[config.mk]
export PLATFORM = sky130hd
export DESIGN_NAME = gmii_tx_framer
export DESIGN_NICKNAME = d
export VERILOG_FILES = /design/src/rtl/eth_pkg.sv /design/src/rtl/eth_crc32.sv /design/src/rtl/gmii_tx_framer.sv
export SDC_FILE = /design/constraint.sdc
export NUM_CORES = 1
export LEC_CHECK = 0
export BUFFER_PORTS_ARGS = -buffer_cell sky130_fd_sc_hd__buf_2
export CORE_ASPECT_RATIO = 1.5
export CORE_MARGIN = 2
export CORE_UTILIZATION = 50
export CTS_CLUSTER_SIZE = 28
export DETAILED_ROUTE_END_ITERATION = 16
export HOLD_SLACK_MARGIN = 0.15
export PLACE_DENSITY_LB_ADDON = 0.25
export SYNTH_ARGS = -nofsm -noshare
export SYNTH_HDL_FRONTEND = slang
export SYNTH_SLANG_ARGS = --single-unit
[constraint.sdc]
create_clock -name clk_125 -period 2.3 [get_ports clk_125]
set_clock_uncertainty 0.15 [all_clocks]
set_input_delay 0.345 -clock clk_125 [delete_from_list [all_inputs] [get_ports clk_125]]
set_output_delay 0.345 -clock clk_125 [all_outputs]
set_load 0.05 [all_outputs]
[src/rtl/eth_pkg.sv]
// rtl/eth_pkg.sv - shared Ethernet constants, FSM state type and CRC-32 step
// Purpose: constants and the byte-wide reflected CRC-32 step used by TX and RX.
// Contents: ETH_PREAMBLE, ETH_SFD, ETH_CRC_POLY, ETH_CRC_INIT, ETH_CRC_RESIDUE,
//           tx_state_e, crc32_next().
package eth_pkg;

   localparam logic [7:0]  ETH_PREAMBLE    = 8'h55;
   localparam logic [7:0]  ETH_SFD         = 8'hD5;
   localparam logic [31:0] ETH_CRC_POLY    = 32'hEDB88320;
   localparam logic [31:0] ETH_CRC_INIT    = 32'hFFFFFFFF;
   localparam logic [31:0] ETH_CRC_RESIDUE = 32'hDEBB20E3;

   typedef enum logic [3:0] {
      ST_IDLE,
      ST_PREAMBLE,
      ST_SFD,
      ST_DATA,
      ST_PAD,
      ST_FCS,
      ST_ABORT,
      ST_DROP,
      ST_GAP
   } tx_state_e;

   // One byte through the reflected CRC-32, LSB of the byte first.
   function automatic logic [31:0] crc32_next(input logic [31:0] crc, input logic [7:0] data);
      logic [31:0] c;
      c = crc ^ {24'h0, data};
      for (int i = 0; i < 8; i++) begin
         c = c[0] ? ((c >> 1) ^ ETH_CRC_POLY) : (c >> 1);
      end
      return c;
   endfunction

endpackage

[src/rtl/eth_crc32.sv]
// rtl/eth_crc32.sv - byte-wide CRC-32 register with init and enable
// Purpose: running Ethernet CRC register, shared by the TX framer and RX checker.
// Ports: clk_i     clock
//        rst_i     synchronous active-high reset (loads ETH_CRC_INIT)
//        init_i    load ETH_CRC_INIT (wins over en_i)
//        en_i      fold data_i into the CRC
//        data_i    byte to fold
//        crc_o     current register value (not inverted)
module eth_crc32
   import eth_pkg::*;
(
   input  logic        clk_i,
   input  logic        rst_i,
   input  logic        init_i,
   input  logic        en_i,
   input  logic [7:0]  data_i,
   output logic [31:0] crc_o
);

   logic [31:0] crc_q;

   always_ff @(posedge clk_i) begin
      if (rst_i || init_i) begin
         crc_q <= ETH_CRC_INIT;
      end else if (en_i) begin
         crc_q <= crc32_next(crc_q, data_i);
      end
   end

   assign crc_o = crc_q;

endmodule

[src/rtl/gmii_tx_framer.sv]
// rtl/gmii_tx_framer.sv - GMII transmit framer: preamble, pad, FCS, underrun abort, IFG
// Purpose: wraps a byte stream (DA first) into a GMII frame with preamble/SFD,
//          zero padding to MIN_FRAME, CRC-32 FCS and an enforced inter-frame gap.
// Ports: clk_125  125 MHz byte clock
//        rst      synchronous active-high reset
//        s_data/s_valid/s_last/s_ready  upstream byte stream
//        tx_data/tx_en/tx_er            registered GMII outputs
//        busy     high whenever the FSM is not IDLE
module gmii_tx_framer
   import eth_pkg::*;
#(
   parameter int MIN_FRAME = 60,
   parameter int IFG_BYTES = 12
) (
   input  logic       clk_125,
   input  logic       rst,
   input  logic [7:0] s_data,
   input  logic       s_valid,
   input  logic       s_last,
   output logic       s_ready,
   output logic [7:0] tx_data,
   output logic       tx_en,
   output logic       tx_er,
   output logic       busy
);

   localparam logic [11:0] MIN_LEN = 12'(MIN_FRAME);
   // The IDLE arbitration cycle supplies the last idle byte-time of the gap.
   localparam logic [7:0]  GAP_LAST = 8'(IFG_BYTES - 2);

   tx_state_e   state_q;
   logic [10:0] cnt_q;
   logic [7:0]  aux_q;
   logic [7:0]  tx_data_q;
   logic        tx_en_q;
   logic        tx_er_q;

   logic [31:0] crc;
   logic [31:0] fcs_word;
   logic [11:0] cnt_inc;
   logic [10:0] cnt_sat;
   logic        crc_init;
   logic        crc_en;
   logic [7:0]  crc_din;

   assign s_ready  = (state_q == ST_DATA) || (state_q == ST_DROP);
   assign busy     = (state_q != ST_IDLE);
   assign tx_data  = tx_data_q;
   assign tx_en    = tx_en_q;
   assign tx_er    = tx_er_q;

   assign cnt_inc  = {1'b0, cnt_q} + 12'd1;
   assign cnt_sat  = (cnt_q == 11'h7FF) ? cnt_q : cnt_q + 11'd1;
   assign fcs_word = ~crc;

   assign crc_init = (state_q == ST_SFD);
   assign crc_en   = ((state_q == ST_DATA) && s_valid) || (state_q == ST_PAD);
   assign crc_din  = (state_q == ST_PAD) ? 8'h00 : s_data;

   eth_crc32 u_crc (
      .clk_i  (clk_125),
      .rst_i  (rst),
      .init_i (crc_init),
      .en_i   (crc_en),
      .data_i (crc_din),
      .crc_o  (crc)
   );

   // The state names the byte produced at the coming edge; outputs are the
   // bytes produced at the previous edge.
   always_ff @(posedge clk_125) begin
      if (rst) begin
         state_q   <= ST_IDLE;
         cnt_q     <= '0;
         aux_q     <= '0;
         tx_data_q <= 8'h00;
         tx_en_q   <= 1'b0;
         tx_er_q   <= 1'b0;
      end else begin
         tx_data_q <= 8'h00;
         tx_en_q   <= 1'b0;
         tx_er_q   <= 1'b0;
         case (state_q)
            ST_IDLE: begin
               if (s_valid) begin
                  state_q <= ST_PREAMBLE;
                  aux_q   <= '0;
                  cnt_q   <= '0;
               end
            end
            ST_PREAMBLE: begin
               tx_en_q   <= 1'b1;
               tx_data_q <= ETH_PREAMBLE;
               aux_q     <= aux_q + 8'd1;
               if (aux_q == 8'd6) state_q <= ST_SFD;
            end
            ST_SFD: begin
               tx_en_q   <= 1'b1;
               tx_data_q <= ETH_SFD;
               cnt_q     <= '0;
               state_q   <= ST_DATA;
            end
            ST_DATA: begin
               tx_en_q <= 1'b1;
               if (s_valid) begin
                  tx_data_q <= s_data;
                  cnt_q     <= cnt_sat;
                  if (s_last) begin
                     aux_q   <= '0;
                     state_q <= (cnt_inc < MIN_LEN) ? ST_PAD : ST_FCS;
                  end
               end else begin
                  tx_er_q <= 1'b1;
                  state_q <= ST_ABORT;
               end
            end
            ST_PAD: begin
               tx_en_q <= 1'b1;
               cnt_q   <= cnt_sat;
               if (cnt_inc >= MIN_LEN) begin
                  aux_q   <= '0;
                  state_q <= ST_FCS;
               end
            end
            ST_FCS: begin
               tx_en_q   <= 1'b1;
               tx_data_q <= fcs_word[{aux_q[1:0], 3'b000} +: 8];
               aux_q     <= aux_q + 8'd1;
               if (aux_q[1:0] == 2'd3) begin
                  aux_q   <= '0;
                  state_q <= ST_GAP;
               end
            end
            ST_ABORT: begin
               // s_last always exits DATA, so an underrun always has bytes left to drop.
               state_q <= ST_DROP;
            end
            ST_DROP: begin
               if (s_valid && s_last) begin
                  // The consumed s_last byte-time counts as the first idle byte of the gap.
                  aux_q   <= 8'd1;
                  state_q <= ST_GAP;
               end
            end
            ST_GAP: begin
               aux_q <= aux_q + 8'd1;
               if (aux_q >= GAP_LAST) state_q <= ST_IDLE;
            end
            default: state_q <= ST_IDLE;
         endcase
      end
   end

endmodule

# [Word-level counts from Yosys, hierarchy flattened]
# Cells that the tools add are included.
[word_totals] regBits=65
[classes] add_sub_neg=3 bitwise_logic=11 mux=34 order_cmp=3 n_shift=1 n_eq_ne=20 reduce_logical=15
[ops] op="$mux 32" count=8
[ops] op="$not 13->14" count=8
[ops] op="$mux 8" count=8
[ops] op="$pmux 8 s6" count=1
[ops] op="$pmux 11 s4" count=1
[ops] op="$pmux 4 s9" count=1
[ops] op="$mux 11" count=3
[ops] op="$mux 4" count=8
[ops] op="$not 32->32" count=1
[ops] op="$pmux 8 s4" count=1
[ops] op="$shiftx 32x6->8" count=1
[ops] op="$xor 32x8->32" count=1
[ops] op="$eq 4x3->1 const B" count=4
[ops] op="$add 11x1->12 const B" count=1
[ops] op="$ge 12x6->1 const B" count=1
[ops] op="$lt 12x6->1 const B" count=1
[ops] op="$ne 2x2->1 const B" count=6
[ops] op="$add 11x1->11 const B" count=1
[ops] op="$eq 11x11->1 const B" count=1
[ops] op="$add 8x1->8 const B" count=1
[ops] op="$eq 4x2->1 const B" count=2
[ops] op="$eq 8x3->1 const B" count=1
[ops] op="$ge 8x4->1 const B" count=1
[ops] op="$reduce_bool 4->1" count=2
[ops] op="other kinds (16)" count=23

# [Longest topological paths before layout]
# Gate-level depths: netlist (run 1).
[logic_depth] ltp_word=19 ltp_mapped=9 mapped_depth_nobuf=8

# [By module]
# From an unflattened synthesis (run 1), not the netlist that was laid out.
[unflattened] hier_cells=474 hier_area_um2=4134.0
[by_module_without_submodules] module="gmii_tx_framer" cells_per_inst=278 seq_area_each_um2=660.6 n_inst=1 area_per_inst_um2=2273.4
[by_module_without_submodules] module="eth_crc32" cells_per_inst=196 seq_area_each_um2=640.6 n_inst=1 area_per_inst_um2=1860.5

# [Worst setup path before layout (run 1)]
# No wires, ideal clock.
[synth_path] path_kind="flip-flop to flip-flop" startpoint="reg cnt_q[0]" endpoint="reg aux_q[0]" path_stages_with_launch=9 t_arrival_ps=2248 setup_ps=123 path_slack_ps=-222 cell_sequence="dfxtp_1 ha_1 nand3_1 nor2_1 a311oi_1 o32ai_1 nor3_2 nor3_4 mux2_1"
[synth_between] elab_chain_cells=4
[synth_rtl] item="start, declared" line_no="gmii_tx_framer.sv:32" text="logic [10:0] cnt_q;"
[synth_rtl] item="start signal, assigned" line_no="gmii_tx_framer.sv:107" text="cnt_q <= cnt_sat;"
[synth_rtl] item="start signal, assigned" line_no="gmii_tx_framer.sv:119" text="cnt_q <= cnt_sat;"
[synth_rtl] item="$add 11x1->12" line_no="gmii_tx_framer.sv:52" text="assign cnt_inc = {1'b0, cnt_q} + 12'd1;"
[synth_rtl] item="$ge 12x6->1" line_no="gmii_tx_framer.sv:120" text="if (cnt_inc >= MIN_LEN) begin"
[synth_rtl] item="$ne 2x1->1 (no source line)"
[synth_rtl] item="$reduce_and 6->1 (no source line)"
[synth_rtl] item="end signal, assigned" line_no="gmii_tx_framer.sv:94" text="aux_q <= aux_q + 8'd1;"
[synth_rtl] item="end signal, assigned" line_no="gmii_tx_framer.sv:128" text="aux_q <= aux_q + 8'd1;"
[synth_rtl] item="end signal, assigned" line_no="gmii_tx_framer.sv:146" text="aux_q <= aux_q + 8'd1;"
[synth_rtl] item="end, declared" line_no="gmii_tx_framer.sv:33" text="logic [7:0] aux_q;"
# No other way between the ends.
# A chain may end at the register's enable or synchronous reset.

# [Final worst setup path (run 1)]
[layout_path] startpoint="reg cnt_q[1]" endpoint="reg aux_q[0]"
# The elaborated chain is that of the path after synthesis.

==> run_results.csv, run 1 <==
group,metric,value,unit
min_path,hold_start,"s_data[6]",
min_path,min_path_type,"in2reg",
sta,worst_slack,-0.1267,ns
detailed_routing,viasPerCell,5.664,
clock_network,clock_latency,0.34,ns
logic_synthesis,synthCells,511,
global_routing,antenna_found_initial,0,
logic_synthesis,async_flop_share,0,%
power_and_ir_drop,vdd_drop_max,0.7079,mV
placed_design,post-place-ws,-0.1626,ns
placed_design,place_congestion,0.8730,
placed_design,placement.io_buffers,23,
status,status,"complete, but fails checks",
clock_network,clk_path_buf_depth,2,
clock_network,clock-sinks,65,
power_and_ir_drop,power_frac_comb,40.2,%
clock_network,cts_tree,"yes",
logic_synthesis,synthFlopType,"dfxtp_1",
power_and_ir_drop,leakage,0.002414,uW
logic_synthesis,syn_nets,528,
clock_network,htreeDepth,3,
critical_path,crit_fanout,5,
sta,fmax,412.1,MHz
logic_synthesis,synth_cell_types,57,
floorplanning,ios,24,
floorplanning,die_h,117.1,um
logic_synthesis,yosysWarningCount,0,
critical_path,end_kind,"register",
floorplanning,start_util,50.98,%
power_and_ir_drop,netSwitchingFraction,33.46,%
logic_synthesis,syn-cell-area,4263,um^2
floorplanning,design.core.area,8362,um^2
sta,period_share,105.5,%
detailed_routing,routedWlPerCell,17.57,um
power_and_ir_drop,power_density,773.8,nW/um^2
detailed_routing,drt-initial-drc-count,248,
clock_network,numCtsBuffers,9,
detailed_routing,drc,0,
floorplanning,row_count,41,
floorplanning,die_w,79.39,um
logic_synthesis,synth_top_area_share,30.53,%
logic_synthesis,yosys-top-cells-area,"dfxtp_1 (31%), xnor2_1 (9.2%), nor2_1 (6.4%)",
min_path,hold_depth,3,
detailed_routing,ant_nets,0,
power_and_ir_drop,seq_power_share,27.4,%
clock_network,cts-root-buf,"clkbuf_16",
placed_design,place_hpwl,8247,um
critical_path,start_kind,"register",
finish,num-nets-final,623,
logic_synthesis,yosysSeqAreaShare,30.53,%
global_routing,grt_max_degree,40,
power_and_ir_drop,p_clk_share,32.4,%
finish,final_common_cell,"buf_4",
sta,holdWs,0.1957,ns
finish,final_core_util,70.75,%
logic_synthesis,synth_top_area_cell,"dfxtp_1",
detailed_routing,wl,12620,um
placed_design,placed_cell_area,4982,um^2
sta,setup_viol_count_final,25,
finish,final_cell_area,5916,um^2
sta,grt_setup_unrepaired,"yes",
global_routing,track_usage,26.58,%
logic_synthesis,avgSynthCellArea,8.342,um^2
critical_path,r2r_start,"cnt_q[1]$_SDFFE_PP0P_",
global_routing,grt_first_pass_wirelength,18800,um
critical_path,path_class,"reg2reg",
power_and_ir_drop,power.total,4578,uW
finish,mostFrequentLayoutCells,"buf_4 (73), nor2_1 (67), dfxtp_1 (58), nand2_1 (42)",
sta,finalHoldViolCount,0,
finish,diodes,0,
sta,worstMarginPinSlew,0.7093,ns
critical_path,worstPathRequired,2.37,ns
detailed_routing,dr_total_vias,4067,
global_routing,grt_pass1_vias,3854,
global_routing,gr-total-overflow,0,
status,violations,"negative setup slack",
sta,finalCriticalPeriod,2.427,ns
finish,drive_gt1_share,35.19,%
critical_path,critPathLaunch,"cnt_q[1]$_SDFFE_PP0P_",
sta,slew_viol_final,0,
detailed_routing,first_pass_iters,5,
logic_synthesis,synth-edff-count,0,
clock_network,path_clk_slew,0.06,ns
logic_synthesis,synth-seq-cells,65,
critical_path,crit_arrival,2.50,ns
power_and_ir_drop,p_int,3046,uW
finish,syn_to_final_growth,38.77,%
critical_path,worst-r2r-cell-count,9,
floorplanning,dieArea,9295,um^2
sta,slew_headroom,52.40,%
power_and_ir_drop,p_switching,1532,uW
flow_run,drv_cap,0,
Yosys cell counts (10+ instances only):
master	instances
nand3_1	11
xnor2_1	45
dfxtp_1	65
or3_1	10
o211ai_1	12
o21ai_0	26
inv_1	10
nand2_1	44
nor2_1	73
a21oi_1	32
clkbuf_1	24
xor2_1	27
cells by family after synthesis:
group,Yosys count,share of synthesized area (%)
buffers and inverters,44,4.579
AOI/OAI and AO/OA,109,15.79
and+or+nand+nor,194,22.42
muxes,10,4.725
DFF,65,30.53
adders and majority gates,5,1.468
xor gates and xnor gates,84,20.49
what timing repair did:
item / in CTS / in global routing
endpoints found under the setup margin: 16 / 36
gates resized for setup: 18 / 70
gates cloned: 0 / 1
buffers inserted: 7 / 14
hold buffers: 1 / 0
pin swaps: 11 / 43
endpoints found under the hold margin: 1 / 0
worst paths after layout:
check                     endpoint  slack [ns]
min          tx_data[6]$_SDFF_PP0_        0.20
max reg2reg  aux_q[0]$_SDFFE_PP0P_       -0.13
min reg2reg  aux_q[7]$_SDFFE_PP0P_        0.33
max          aux_q[0]$_SDFFE_PP0P_       -0.13
flip-flops by register name (all words and copies together), names as in the netlist:
name	count
u_crc.crc_o	32
cnt_q	11
aux_q	8
tx_data	8
state_q	4
tx_en	1
tx_er	1
critical path, stage by stage, from the launching register on:
cell and delay, ns:
dfxtp_2 0.34, buf_4 0.11, ha_2 0.19, nand3_2 0.14, nor2_4 0.13, a311oi_2 0.11
o32ai_2 0.38, nor3_2 0.12, nor3_4 0.28, mux2_1 0.36
metrics by stage:
step | setup TNS (ns) | std cells
2_1_floorplan | -0.02468 | 511
3_3_place_gp | -0.1454 | 679
3_5_place_dp | -0.5404 | 679
4_1_cts | -0.3505 | 703
5_1_grt | -5.534 | 718
6_report | -1.606 | 718
routing by layer:
metal  up-vias  wire length [um]  GRT usage, %
li1       1957                 -             -
met1      1963              4800         28.90
met4         0               570         16.09
met3        33               454         4.141
met2       114              6790         48.25
met5         -                 0             0
power by group through the flow:
stage / registers, uW / clock network, uW / logic, uW
after floorplan: 1300 / 0 / 973
after global routing: 1260 / 1550 / 1970
after CTS: 1250 / 1490 / 1530
after global placement: 1270 / 0 / 1480
after detailed placement: 1270 / 0 / 1490
final: 1260 / 1480 / 1840
cell type report:
type	count	area, um^2
multi-input cells	402	3176
clock buffers	9	225.2
fillers	609	2446
clock inverters	7	95.09
flip-flops and latches	65	1315
repair buffers	118	933.4
inverters	10	37.54
well taps	107	133.9
(Power assumes the default switching activity.)
==> run 2: changes to the inputs <==
--- a/config.mk
+++ b/config.mk
@@ -15,4 +15,5 @@
 export PLACE_DENSITY_LB_ADDON = 0.25
 export SYNTH_ARGS = -nofsm -noshare
 export SYNTH_HDL_FRONTEND = slang
+export SYNTH_HIERARCHICAL = 1
 export SYNTH_SLANG_ARGS = --single-unit
==> run_results.csv, run 2 <==
group,metric,value,unit
floorplanning,start_util,51.63,%
floorplanning,dieArea,9026,um^2
global_routing,grtUsageMet2,49.14,%
global_routing,grt_pass1_vias,3811,
finish,multiInputGateArea,3097,um^2
critical_path,path_class,"reg2reg",
finish,final_common_cell,"dfxtp_1",
global_routing,grt.met3_usage,5.965,%
logic_synthesis,synth-edff-count,0,
critical_path,worstPathCellList,"inv_1 > nor4_4 > buf_12 > nor2b_1 > xnor2_2 > buf_6 > xnor2_4 > buf_4 > xor2_1 > xnor2_1 > o211ai_1",
finish,regArea,1308,um^2
sta,slew_headroom,61.35,%
floorplanning,die_h,115.4,um
sta,setup_viol_count_final,18,
global_routing,grt_first_pass_wirelength,19220,um
critical_path,crit_buf_inv,4,
floorplanning,row_count,40,
logic_synthesis,syn_nets,490,
logic_synthesis,yosysWarningCount,6,
sta,fmax,405.2,MHz
detailed_routing,routedWlPerCell,18.32,um
logic_synthesis,synth-seq-cells,65,
detailed_routing,viasPerCell,5.805,
power_and_ir_drop,power_frac_comb,44.5,%
placed_design,placement.io_buffers,23,
sta,worst_slack,-0.1682,ns
logic_synthesis,avgSynthCellArea,8.721,um^2
finish,num-nets-final,574,
sta,grt_setup_unrepaired,"yes",
clock_network,clock-sinks,65,
sta,slew_viol_final,0,
power_and_ir_drop,seq_power_share,26.4,%
critical_path,crit_arrival,2.52,ns
floorplanning,design.core.area,8008,um^2
sta,worstMarginPinSlew,0.5797,ns
clock_network,clk_path_buf_depth,2,
global_routing,grt.met1_usage,31.09,%
logic_synthesis,async_flop_share,0,%
critical_path,worstPathRequired,2.35,ns
clock_network,numCtsBuffers,9,
power_and_ir_drop,leakage,0.002259,uW
logic_synthesis,synthFlopType,"dfxtp_1",
clock_network,cts_tree,"yes",
global_routing,antenna_found_initial,0,
finish,largest_reg_flops,32,
clock_network,clock_latency,0.34,ns
min_path,min_path_type,"in2reg",
clock_network,path_clk_slew,0.05,ns
sta,tns,-1.330,ns
finish,mostFrequentLayoutCells,"dfxtp_1 (60), buf_4 (53), nor2_1 (51), nand2_1 (41), a21oi_1 (26)",
placed_design,place_hpwl,7821,um
critical_path,end_kind,"register",
detailed_routing,ant_nets,0,
critical_path,cpPeakStageDelay,0.32,ns
power_and_ir_drop,power_density,842.9,nW/um^2
global_routing,grt_max_degree,40,
logic_synthesis,synth_cell_types,67,
logic_synthesis,synth_top_area_cell,"dfxtp_1",
detailed_routing,dr_total_vias,3872,
critical_path,cp_top_family,"XOR/XNOR gates",
power_and_ir_drop,vdd_drop_max,0.6099,mV
logic_synthesis,synthCells,474,
logic_synthesis,yosys-top-cells-area,"dfxtp_1 (31%), xnor2_1 (8.5%), nor2_1 (4.9%)",
floorplanning,ios,24,
power_and_ir_drop,p_switching,1707,uW
floorplanning,die_w,78.24,um
logic_synthesis,yosysSeqAreaShare,31.48,%
power_and_ir_drop,p_clk_share,29.1,%
logic_synthesis,ys_top_cells_by_count,"dfxtp_1 (65), nor2_1 (54), nand2_1 (41), xnor2_1 (40), o21ai_0 (31)",
global_routing,gr-total-overflow,0,
global_routing,busiest_layer,"met2",
detailed_routing,wl,12220,um
clock_network,cts-root-buf,"clkbuf_16",
power_and_ir_drop,netSwitchingFraction,35.75,%
status,violations,"negative setup slack",
logic_synthesis,synth_top_area_share,31.48,%
global_routing,track_usage,27.74,%
clock_network,htreeDepth,3,
placed_design,post-place-ws,-0.1870,ns
power_and_ir_drop,p_int,3068,uW
detailed_routing,first_pass_iters,5,
sta,period_share,107.3,%
critical_path,crit_fanout,6,
flow_run,drv_cap,0,
placed_design,place_congestion,0.9746,
logic_synthesis,yosysMostFrequentCell,"dfxtp_1",
finish,syn_to_final_growth,37.05,%
finish,fillers,565,
sta,finalHoldViolCount,0,
status,status,"complete, but fails checks",
critical_path,cpMaxStageDelayCell,"dfxtp_2",
sta,finalCriticalPeriod,2.468,ns
detailed_routing,drc,0,
detailed_routing,drt-initial-drc-count,276,
finish,drive_gt1_share,33.27,%
logic_synthesis,syn-cell-area,4134,um^2
finish,diodes,0,
critical_path,start_kind,"register",
-- run 2: cell types whose count changed after synthesis, sizes merged, moves of 5 or more --
cell,change
a21oi,-5
clkbuf,-7
nand2,-5
nor2,-19
nor2b,+6
nor3,-7
o21ai,+7
xor2,-10
-- run 2: cells by family after synthesis --
kind of cell,count (synthesis),share of synthesized area (%)
simple gates,176,21.43
compound gates,108,17.56
xor+xnor,73,19.37
flops,65,31.48
buf+inv,36,3.601
mux,12,5.357
fa+ha+maj,4,1.211
-- run 2: metrics by stage --
stage	util, %	cell area [um^2]	std cells	hold slack (ns)	power, uW
after floorplan	-	4224	474	0.2711	2507
after global placement	59.52	4766	629	0.3281	2963
after detailed placement	59.52	4766	629	0.3395	2986
after CTS	67.75	5425	660	0.1567	4594
after global routing	70.75	5665	667	0.1731	4970
final	70.75	5665	667	0.1696	4775
-- run 2: path summary, 6_finish.rpt --
check,start,end,slack (ns),cells past startpoint
min reg2reg,aux_q[7]$_SDFFE_PP0P_,aux_q[7]$_SDFFE_PP0P_,0.34,1
min,s_data[0],tx_data[0]$_SDFF_PP0_,0.17,3
max,state_q[2]$_SDFFE_PP0P_,u_crc/crc_o[4]$_SDFFE_PP1P_,-0.17,11
max reg2reg,state_q[2]$_SDFFE_PP0P_,u_crc/crc_o[4]$_SDFFE_PP1P_,-0.17,11
-- run 2: worst register-to-register path, delay by kind of cell, from the launching register on --
family	cells	cell delay, ns
xor gates and xnor gates	4	0.84
buffers and inverters	4	0.59
and+or+nand+nor	2	0.35
DFF	1	0.32
AOI/OAI and AO/OA	1	0.10
-- run 2: what timing repair did --
| item | 4_1_cts | 5_1_grt |
|---|---|---|
| resized for setup | 37 | 37 |
| pin swaps | 21 | 35 |
| gates cloned | 0 | 0 |
| endpoints found under the hold margin | 5 | 1 |
| setup buffers | 12 | 7 |
| endpoints found under the setup margin | 20 | 36 |
| hold buffers | 5 | 1 |
-- run 2: routing by layer --
layer | part of all wire (%) | wire length, um | vias to the layer above
li1 | - | - | 1833
met1 | 39 | 4743 | 1858
met2 | 52 | 6412 | 138
met3 | 4.3 | 520 | 43
met4 | 4.4 | 541 | 0
met5 | 0 | 0 | -
-- run 2: final cells by class --
| class | count | share of cell area, % |
|---|---|---|
| Sequential cell | 65 | 23.08 |
| Multi-Input combinational cell | 373 | 54.66 |
| Clock buffer | 12 | 4.527 |
| Timing Repair Buffer | 98 | 13.98 |
| Clock inverter | 3 | 0.7067 |
| Tap cell | 105 | 2.319 |
| Inverter | 11 | 0.7288 |
-- run 2: power by group through the flow --
stage | Clock [uW] | Sequential, uW | Combinational [uW]
final | 1390 | 1260 | 2120
after global routing | 1450 | 1270 | 2260
after CTS | 1410 | 1260 | 1930
after detailed placement | 0 | 1280 | 1710
after global placement | 0 | 1280 | 1690
after floorplan | 0 | 1330 | 1180
